[src/rtl/ad574_pkg.sv]
// Shared encodings for the AD574 sampler: FSM states, timing-stage select and op codes.
// The READ_LO_* states are only reachable when AD574_BYTE_READ_EN is defined.
package ad574_pkg;

    typedef enum logic [3:0] {
        IDLE         = 4'd0,
        CONV_REQ     = 4'd1,
        CONV_WAIT_HI = 4'd2,
        CONV_WAIT_LO = 4'd3,
        READ_REQ     = 4'd4,
        READ_WAIT    = 4'd5,
        PUSH         = 4'd6,
        READ_LO_REQ  = 4'd7,
        READ_LO_WAIT = 4'd8
    } state_t;

    // {S12_8n, AO} select presented to the timing stage
    localparam logic [1:0] ADDR_CONV = 2'b00;
    localparam logic [1:0] ADDR_HI   = 2'b00;
    localparam logic [1:0] ADDR_LO   = 2'b01;
    localparam logic [1:0] ADDR_FULL = 2'b10;

    localparam logic OP_CONV = 1'b0;
    localparam logic OP_READ = 1'b1;

    function automatic logic [15:0] sat_add16(input logic [15:0] value, input logic [1:0] inc);
        logic [16:0] sum;
        sum = {1'b0, value} + {15'd0, inc};
        return sum[16] ? 16'hFFFF : sum[15:0];
    endfunction

endpackage

[src/rtl/ad574_trig_gen.sv]
// Trigger source: free-running period counter gated by enable, merged with the external pulse.
module ad574_trig_gen #(
    parameter int unsigned SAMPLE_PERIOD = 100000
) (
    input  logic clk,
    input  logic rstn,
    input  logic enable,
    input  logic trig,
    output logic trig_evt
);

    localparam logic [31:0] PERIOD_LAST = 32'(SAMPLE_PERIOD - 1);

    logic [31:0] period_cnt;
    logic        auto_fire;

    assign auto_fire = enable && (period_cnt == PERIOD_LAST);
    // Coincident external and auto triggers collapse into a single event.
    assign trig_evt  = trig || auto_fire;

    always_ff @(posedge clk) begin
        if (!rstn) begin
            period_cnt <= 32'd0;
        end else if (!enable || auto_fire) begin
            period_cnt <= 32'd0;
        end else begin
            period_cnt <= period_cnt + 32'd1;
        end
    end

endmodule

[src/rtl/ad574_sampler.sv]
// AD574 sequencer: convert, wait, read, then hand the sample to a one-entry valid/ready register.
// Define AD574_BYTE_READ_EN for the 8-bit bus variant (high byte read then low nibble read).
module ad574_sampler
    import ad574_pkg::*;
#(
    parameter int unsigned SAMPLE_PERIOD = 100000,
    parameter int unsigned TIMEOUT_CYC   = 2000
) (
    input  logic        clk,
    input  logic        rstn,
    input  logic        enable,
    input  logic        trig,
    output logic        op_req,
    output logic        op,
    output logic [1:0]  addr,
    input  logic        busy,
    input  logic [11:0] data,
    input  logic        data_valid,
    output logic [11:0] m_data,
    output logic        m_valid,
    input  logic        m_ready,
    output logic [15:0] overrun_cnt,
    output logic        timeout_err,
    output logic [3:0]  fsm_state
);

    // Output handshake: a sample transfers on any cycle with m_valid && m_ready.
    // m_valid, once raised, stays high with m_data stable until that transfer;
    // m_ready may toggle freely and has no combinational path to m_valid.

    localparam logic [31:0] TMO_LAST = 32'(TIMEOUT_CYC - 1);

    state_t      state;
    state_t      state_nx;
    logic        trig_evt;
    logic        in_wait;
    logic        in_read_wait;
    logic        tmo_hit;
    logic        tmo_fire;
    logic [31:0] tmo_cnt;
    logic        got_data;
    logic        trig_lost;
    logic        push_load;
    logic        push_drop;
    logic [11:0] sample;

`ifdef AD574_BYTE_READ_EN
    logic [7:0]  hi_q;
    logic [3:0]  lo_q;

    assign sample       = {hi_q, lo_q};
    assign in_read_wait = (state == READ_WAIT) || (state == READ_LO_WAIT);
    assign op_req       = (state == CONV_REQ) || (state == READ_REQ) || (state == READ_LO_REQ);
`else
    logic [11:0] stage_q;

    assign sample       = stage_q;
    assign in_read_wait = (state == READ_WAIT);
    assign op_req       = (state == CONV_REQ) || (state == READ_REQ);
`endif

    assign in_wait   = (state == CONV_WAIT_HI) || (state == CONV_WAIT_LO) || in_read_wait;
    assign tmo_hit   = in_wait && (tmo_cnt == TMO_LAST);
    // Inside a wait state the only path back to IDLE is the timeout.
    assign tmo_fire  = tmo_hit && (state_nx == IDLE);
    assign fsm_state = state;

    ad574_trig_gen #(
        .SAMPLE_PERIOD(SAMPLE_PERIOD)
    ) u_trig_gen (
        .clk     (clk),
        .rstn    (rstn),
        .enable  (enable),
        .trig    (trig),
        .trig_evt(trig_evt)
    );

    always_ff @(posedge clk) begin
        if (!rstn) begin
            state <= IDLE;
        end else begin
            state <= state_nx;
        end
    end

    always_comb begin
        state_nx  = state;
        trig_lost = 1'b0;
        push_load = 1'b0;
        push_drop = 1'b0;
        case (state)
            IDLE: begin
                if (trig_evt) begin
                    // The timing stage cannot be aborted, so never start while it is busy.
                    if (busy) trig_lost = 1'b1;
                    else      state_nx  = CONV_REQ;
                end
            end
            CONV_REQ:     state_nx = CONV_WAIT_HI;
            CONV_WAIT_HI: begin
                if (busy)         state_nx = CONV_WAIT_LO;
                else if (tmo_hit) state_nx = IDLE;
            end
            CONV_WAIT_LO: begin
                if (!busy)        state_nx = READ_REQ;
                else if (tmo_hit) state_nx = IDLE;
            end
            READ_REQ:     state_nx = READ_WAIT;
            READ_WAIT: begin
                if (!busy && (got_data || data_valid)) begin
`ifdef AD574_BYTE_READ_EN
                    state_nx = READ_LO_REQ;
`else
                    state_nx = PUSH;
`endif
                end else if (tmo_hit) begin
                    state_nx = IDLE;
                end
            end
`ifdef AD574_BYTE_READ_EN
            READ_LO_REQ:  state_nx = READ_LO_WAIT;
            READ_LO_WAIT: begin
                if (!busy && (got_data || data_valid)) state_nx = PUSH;
                else if (tmo_hit)                      state_nx = IDLE;
            end
`endif
            PUSH: begin
                state_nx = IDLE;
                if (!m_valid || m_ready) push_load = 1'b1;
                else                     push_drop = 1'b1;
            end
            default: state_nx = IDLE;
        endcase
        if (trig_evt && (state != IDLE)) trig_lost = 1'b1;
    end

    // Command select and per-command bookkeeping
    always_ff @(posedge clk) begin
        if (!rstn) begin
            op       <= OP_CONV;
            addr     <= ADDR_FULL;
            tmo_cnt  <= 32'd0;
            got_data <= 1'b0;
        end else begin
            // op/addr change only on entry to a REQ state and hold for the whole command.
            if (state_nx == CONV_REQ) begin
                op   <= OP_CONV;
                addr <= ADDR_CONV;
            end
            if (state_nx == READ_REQ) begin
                op <= OP_READ;
`ifdef AD574_BYTE_READ_EN
                addr <= ADDR_HI;
`else
                addr <= ADDR_FULL;
`endif
            end
`ifdef AD574_BYTE_READ_EN
            if (state_nx == READ_LO_REQ) begin
                op   <= OP_READ;
                addr <= ADDR_LO;
            end
`endif
            if (in_wait) tmo_cnt <= tmo_cnt + 32'd1;
            else         tmo_cnt <= 32'd0;

            if (op_req)                          got_data <= 1'b0;
            else if (in_read_wait && data_valid) got_data <= 1'b1;
        end
    end

`ifdef AD574_BYTE_READ_EN
    always_ff @(posedge clk) begin
        if (!rstn) begin
            hi_q <= 8'd0;
            lo_q <= 4'd0;
        end else begin
            if ((state == READ_WAIT) && data_valid)    hi_q <= data[11:4];
            if ((state == READ_LO_WAIT) && data_valid) lo_q <= data[11:8];
        end
    end
`else
    always_ff @(posedge clk) begin
        if (!rstn) begin
            stage_q <= 12'd0;
        end else if ((state == READ_WAIT) && data_valid) begin
            stage_q <= data;
        end
    end
`endif

    // Holding register, overrun counter and sticky timeout
    always_ff @(posedge clk) begin
        if (!rstn) begin
            m_data      <= 12'd0;
            m_valid     <= 1'b0;
            overrun_cnt <= 16'd0;
            timeout_err <= 1'b0;
        end else begin
            if (push_load) begin
                m_data  <= sample;
                m_valid <= 1'b1;
            end else if (m_valid && m_ready) begin
                m_valid <= 1'b0;
            end
            overrun_cnt <= sat_add16(overrun_cnt, {1'b0, trig_lost} + {1'b0, push_drop});
            if (tmo_fire) timeout_err <= 1'b1;
        end
    end

endmodule

[config.mk]
export PLATFORM = sky130hd
export DESIGN_NAME = ad574_sampler
export DESIGN_NICKNAME = d
export VERILOG_FILES = /design/src/rtl/ad574_pkg.sv /design/src/rtl/ad574_trig_gen.sv /design/src/rtl/ad574_sampler.sv
export SDC_FILE = /design/constraint.sdc
export NUM_CORES = 1
export LEC_CHECK = 0
export CAP_MARGIN = 40
export CORE_UTILIZATION = 55
export CTS_CLUSTER_DIAMETER = 40
export CTS_CLUSTER_SIZE = 25
export DETAILED_ROUTE_END_ITERATION = 10
export GPL_ROUTABILITY_DRIVEN = 0
export PLACE_DENSITY = 0.78
export SETUP_SLACK_MARGIN = 0.4
export SYNTH_ARGS = -nofsm -noshare
export SYNTH_HDL_FRONTEND = slang
export SYNTH_SLANG_ARGS = --single-unit
[constraint.sdc]
create_clock -name clk -period 4.2 [get_ports clk]
set_input_delay 1.05 -clock clk [delete_from_list [all_inputs] [get_ports clk]]
set_output_delay 1.05 -clock clk [all_outputs]
set_load 0.005 [all_outputs]
==> results.tsv, run 1 <==
metric	value	unit
max_slew_margin	47.7	%
setup_tns	0	ps
syn_area	5010	sq um
finClkSkew	10.9	ps
cp-end-kind	flop	
grt_max_degree	30	
worstMarginPinSlew	778	ps
synthDistinctLibCells	52	
synthTopCellsByArea	dfxtp_1 (45%), nor2_1 (6.7%), xnor2_1 (6.5%)	
syn2layout_area_growth	24.7	%
switchingPower	555	uW
ys_seq_elements	113	
fmax	293	MHz
drive_gt1_share	8.68	%
cp_max_fo	14	
required	4640	ps
powerDensity	425	nW/um^2
comb_power_share	2.1	%
post-cts-setup-buffers	0	
grt_pass1_wl	18.7	mm
power_frac_seq	40.8	%
antenna_found_initial	0	
die_w	97.5	microns
dieHeight	97.5	microns
antennaDiodeCount	0	
dpl.hpwl	7.19	mm
synth_most_common_cell	dfxtp_1	
cts_buffer_depth	2	
p_leak	2.15	nW
ys_seq_area_share	45.1	%
num_vias	4231	
wl_per_cell	14.4	microns
vdd_drop_max	0.269	mV
avgSynthCellArea	8.64	sq um
placed_cell_area	5620	sq um
final_hold_viol_count	0	
hold_path_class	reg2reg	
remaining_drc_errors	0	
synth_enable_flop_cells	0	
synth_commonest_cells	dfxtp_1 (113), nor2_1 (89), nand2_1 (52)	
design.die.area	9500	sq um
sw_frac_of_total	20.9	%
cts_resized	0	
crit_type	reg2reg	
overflow	0	
cts_buffers	17	
post-route-cell-area	6250	sq um
via_per_inst	5.62	
multiInputGateArea	2560	sq um
cp.arrival	3850	ps
synthCells	580	
routed_wirelength	10.9	mm
finalCritPeriodShare	81.2	%
num_io_pins	57	
slew_violations	0	
cts_tree	yes	
netlist.area_leader.share	45.1	%
synth_warnings	0	
cap_viol_max_count	0	
synth-async-reset-ratio	0	%
yosys.area.top_type	dfxtp_1	
ctsHoldBuffers	0	
htreeDepth	4	
clkTransAtPathRegs	60	ps
initial_utilization	57.2	%
synth-main-ff-cell	dfxtp_1	
firstDrtPassIters	5	
rows	34	
portBuffers	55	
hold_slack	456	ps
p_total	2.66	mW
regArea	2260	sq um
cts.sinks	113	
status	finished, final reports clean	
ant_nets	0	
drt-initial-drc-count	167	
layout.nets	655	
p_clk_share	57.1	%
track_usage	24.4	%
internal_power	2.10	mW
core_area	8760	sq um
rsz0062_at_grt	no	
grt_pass1_vias	4099	
insertion_delay	520	ps
fillers	660	
startpoint_type	flop	
setup_violations	0	
root_buffer	clkbuf_8	
fin_crit	3410	ps
utilization	71.3	%
==> power by group through the flow <==
stage          logic, mW  registers (mW)  clock network [mW]
3_5_place_dp      0.0560            1.11                   0
4_1_cts           0.0566            1.08                1.55
3_3_place_gp      0.0551            1.11                   0
2_1_floorplan     0.0269            1.10                   0
6_report          0.0564            1.08                1.52
5_1_grt           0.0612            1.08                1.60
==> registers in the layout, summed over array words and instances, names as in the netlist <==
signal                 count
sample                    12
tmo_cnt                   32
timeout_err                1
fsm_state                  4
got_data                   1
overrun_cnt               16
addr                       1
m_valid                    1
m_data                    12
op                         1
u_trig_gen.period_cnt     32
==> stage by stage <==
stage / cells / worst slack, ps
3_3_place_gp: 720 / 421
5_1_grt: 753 / 476
3_5_place_dp: 721 / 354
4_1_cts: 753 / 778
6_report: 753 / 789
2_1_floorplan: 581 / 1390
==> critical path, cell delays in order, from the launching register on <==
cell,delay [ps]
dfxtp_1,370
ha_1,240
nand4_1,230
nor2_1,190
a41oi_1,230
a21oi_1,290
fa_1,290
ha_1,270
nand3_1,180
or4_1,770
a21oi_1,260
==> routing by layer <==
metal | track usage (%) | up-vias | routed length (microns)
met5 | 0 | - | 0
met4 | 8.82 | 0 | 170
met3 | 8.78 | 17 | 464
met2 | 40.6 | 96 | 5420
met1 | 29.0 | 2020 | 4830
li1 | - | 2098 | -
==> path summary, 6_finish.rpt <==
path	endpoint	slack, ps	cells past startpoint	startpoint
setup / recovery	overrun_cnt[3]$_SDFF_PN0_	790	10	u_trig_gen.period_cnt[0]$_SDFF_PP0_
hold / removal	u_trig_gen.period_cnt[0]$_SDFF_PP0_	460	1	u_trig_gen.period_cnt[0]$_SDFF_PP0_
hold reg to reg	u_trig_gen.period_cnt[0]$_SDFF_PP0_	460	1	u_trig_gen.period_cnt[0]$_SDFF_PP0_
setup reg to reg	overrun_cnt[3]$_SDFF_PN0_	790	10	u_trig_gen.period_cnt[0]$_SDFF_PP0_
==> final cells by class <==
type	count	area share, %
Clock buffer	20	7.13
Multi-Input combinational cell	421	41.0
Clock inverter	12	2.88
Inverter	20	1.20
Timing Repair Buffer	59	9.41
Tap cell	108	2.16
Sequential cell	113	36.2
==> cells by family after synthesis <==
kind of cell | share of synthesized area (%)
simple gates | 28.5
compound gates | 7.61
fa+ha+maj | 1.15
mux | 2.40
buf+inv | 3.82
xor+xnor | 11.4
flops | 45.1
other cells | 0.0748
==> cells in the final DEF (no fill, tap or decap), types with 4 or more instances in the layout <==
master / count
nand3_1: 31
nand4_1: 16
nor4_1: 19
xnor2_1: 37
nand2_1: 52
and3_1: 13
a21oi_1: 28
o21ai_0: 6
or3_1: 4
nor2_1: 89
dfxtp_1: 113
mux2i_1: 12
a21oi_2: 10
nor3_1: 19
bufinv_16: 4
inv_1: 19
xor2_1: 28
and4_1: 7
clkbuf_16: 16
nand3_2: 4
nand2b_1: 5
clkdlybuf4s50_1: 55
No activity file was read; power rests on OpenSTA's default activity.
==> run 2, diff against run 1 <==
Settings changed: CORE_UTILIZATION 55 to 50, PLACE_DENSITY 0.78 to 0.75.
Clock period 4.2 ns to 3.1 ns, I/O delays scaled along.
==> run 2 against run 1 <==
Against the previous run:
- non-clock buffer count increased by 9
- cell count increased by 4.4%
- die area increased by 9.8%
- via count increased by 1.9%
- first-iteration DRC count increased by 17%
- clock skew decreased by 3.0 ps
- critical path depth increased by 1
- hold slack improved by 3.9 ps
- wire length increased by 2.5%
- highest routed layer unchanged
==> results.tsv, run 2 (synthesis gave the netlist of run 1 again) <==
metric	value	unit	change
status	finished, final reports clean		unchanged
whs_path_depth	2		was 1
grt_max_degree	45		was 30
hold_slack	460	ps	was 456 ps
wl_per_cell	14.2	microns	was 14.4 microns
initial_utilization	51.5	%	was 57.2%
firstDrtPassIters	4		was 5
cap_viol_max_count	0		unchanged
cts_buffers	17		unchanged
num_vias	4312		was 4,231
clkTransAtPathRegs	50	ps	was 60 ps
startpoint_type	flop		unchanged
remaining_drc_errors	0		unchanged
drive_gt1_share	12.7	%	was 8.68%
cts.sinks	113		unchanged
drt-initial-drc-count	196		was 167
grt_pass1_wl	18.4	mm	was 18.7 mm
setup_tns	0	ps	unchanged
fillers	793		was 660
num_io_pins	57		unchanged
reg2reg_slack	530	ps	was 790 ps
insertion_delay	510	ps	was 520 ps
via_per_inst	5.49		was 5.62
routed_wirelength	11.1	mm	was 10.9 mm
final_hold_viol_count	0		unchanged
required	3530	ps	was 4640 ps
slew_violations	0		unchanged
layout.nets	664		was 655
dieHeight	102	microns	was 97.5 microns
finClkSkew	7.93	ps	was 10.9 ps
finalCritPeriodShare	82.8	%	was 81.2%
track_usage	22.4	%	was 24.4%
placed_cell_area	5730	sq um	was 5620 sq um
reg_top3	tmo_cnt: 32 flops, u_trig_gen.period_cnt: 32 flops, overrun_cnt: 16 flops		unchanged
portBuffers	55		unchanged
rr_endpoint	overrun_cnt[3]$_SDFF_PN0_		unchanged
post-route-cell-area	6380	sq um	was 6250 sq um
dpl.hpwl	7.36	mm	was 7.19 mm
ant_nets	0		unchanged
cts_buffer_depth	2		unchanged
root_buffer	clkbuf_8		unchanged
p_leak	2.17	nW	was 2.15 nW
hold_path_startpoint	sample[10]$_SDFFE_PN0P_		was u_trig_gen.period_cnt[0]$_SDFF_PP0_
antennaDiodeCount	0		unchanged
rows	36		was 34
layout_common_cells	dfxtp_1 (107), nor2_1 (88), clkdlybuf4s50_1 (55)		was dfxtp_1 (113), nor2_1 (89), clkdlybuf4s50_1 (55)
r2r-start	u_trig_gen.period_cnt[0]$_SDFF_PP0_		unchanged
powerDensity	527	nW/um^2	was 425 nW/um^2
core_area	9730	sq um	was 8760 sq um
design.die.area	10400	sq um	was 9500 sq um
cp-end-kind	flop		unchanged
cp.arrival	3000	ps	was 3850 ps
layout_commonest_cell	dfxtp_1		unchanged
fin_crit	2570	ps	was 3410 ps
crit_type	reg2reg		unchanged
vdd_drop_max	0.415	mV	was 0.269 mV
rr_worst_depth	11		was 10
worstMarginPinSlew	783	ps	was 778 ps
cts_tree	yes		unchanged
max_slew_margin	47.4	%	was 47.7%
die_w	102	microns	was 97.5 microns
htreeDepth	4		unchanged
hold_end	sample[10]$_SDFFE_PN0P_		was u_trig_gen.period_cnt[0]$_SDFF_PP0_
grt_pass1_vias	4132		was 4,099
syn2layout_area_growth	27.3	%	was 24.7%
rsz0062_at_grt	no		unchanged
setup_violations	0		unchanged
hold_path_class	reg2reg		unchanged
fmax	389	MHz	was 293 MHz
antenna_found_initial	0		unchanged
cp_max_fo	7		was 14
overflow	0		unchanged
==> run 2: cell types whose count changed in the layout (fill, tap and decap cells not counted), moves of 3 or more <==
cell,before,now
dfxtp_2,0,6
buf_4,3,11
dfxtp_1,113,107
clkinv_2,2,5
==> run 2: worst max path at each step <==
stage                                   startpoint                          to
2_1_floorplan  u_trig_gen.period_cnt[0]$_SDFF_PP0_  overrun_cnt[10]$_SDFF_PN0_
3_3_place_gp                                enable   overrun_cnt[0]$_SDFF_PN0_
3_5_place_dp                                enable   overrun_cnt[3]$_SDFF_PN0_
4_1_cts        u_trig_gen.period_cnt[7]$_SDFF_PP0_  overrun_cnt[13]$_SDFF_PN0_
5_1_grt        u_trig_gen.period_cnt[0]$_SDFF_PP0_   overrun_cnt[3]$_SDFF_PN0_
6_report       u_trig_gen.period_cnt[0]$_SDFF_PP0_   overrun_cnt[3]$_SDFF_PN0_
==> run 2: critical path, stage by stage, from the launching register on <==
cell and delay (ps):
dfxtp_1 400, ha_4 180, nand4_1 140, nor2_2 190
a41oi_4 140, a21oi_2 160, fa_2 230, ha_2 190
nand3_2 120, or4_4 430, buf_4 180, a21oi_1 140
==> run 2: final cells by class <==
class	instances	area (sq um)	area share, %
multi-input combinational	421	2650	41.5
sequential	113	2270	35.6
timing repair buffer	68	673	10.5
clock buffer	20	435	6.82
tap	133	166	2.61
clock inverter	11	115	1.80
inverter	20	75.1	1.18
==> run 2: power breakdown <==
part / internal (mW) / leakage [nW] / total [mW] / switching (mW)
registers: 1.46 / 0.914 / 1.47 / 0.00995
logic: 0.0463 / 0.995 / 0.0862 / 0.0399
clock network: 1.15 / 0.262 / 1.81 / 0.657
total: 2.65 / 2.17 / 3.36 / 0.707
==> run 2: through the flow <==
stage	total power [mW]	worst slack (ps)	instances	util (%)
after floorplan	1.53	417	581	-
after global placement	1.58	68.2	753	58.9
after detailed placement	1.58	32.4	753	58.9
after CTS	3.38	406	785	64.8
after global routing	3.46	397	786	65.6
final	3.36	532	786	65.6
==> run 2: what timing repair did <==
item / 4_1_cts / 5_1_grt
setup buffers: 1 / 1
pin swaps: 1 / 7
endpoints found under the hold margin: 0 / 0
setup endpoints to repair: 17 / 17
gates resized for setup: 6 / 16
hold buffers: 0 / 0
==> run 2: metal layers <==
layer	global-route usage, %	vias up	routed length [microns]
met2	37.3	114	5420
met3	8.48	17	686
met4	8.35	0	177
met5	0	-	0
li1	-	2107	-
met1	26.2	2074	4860
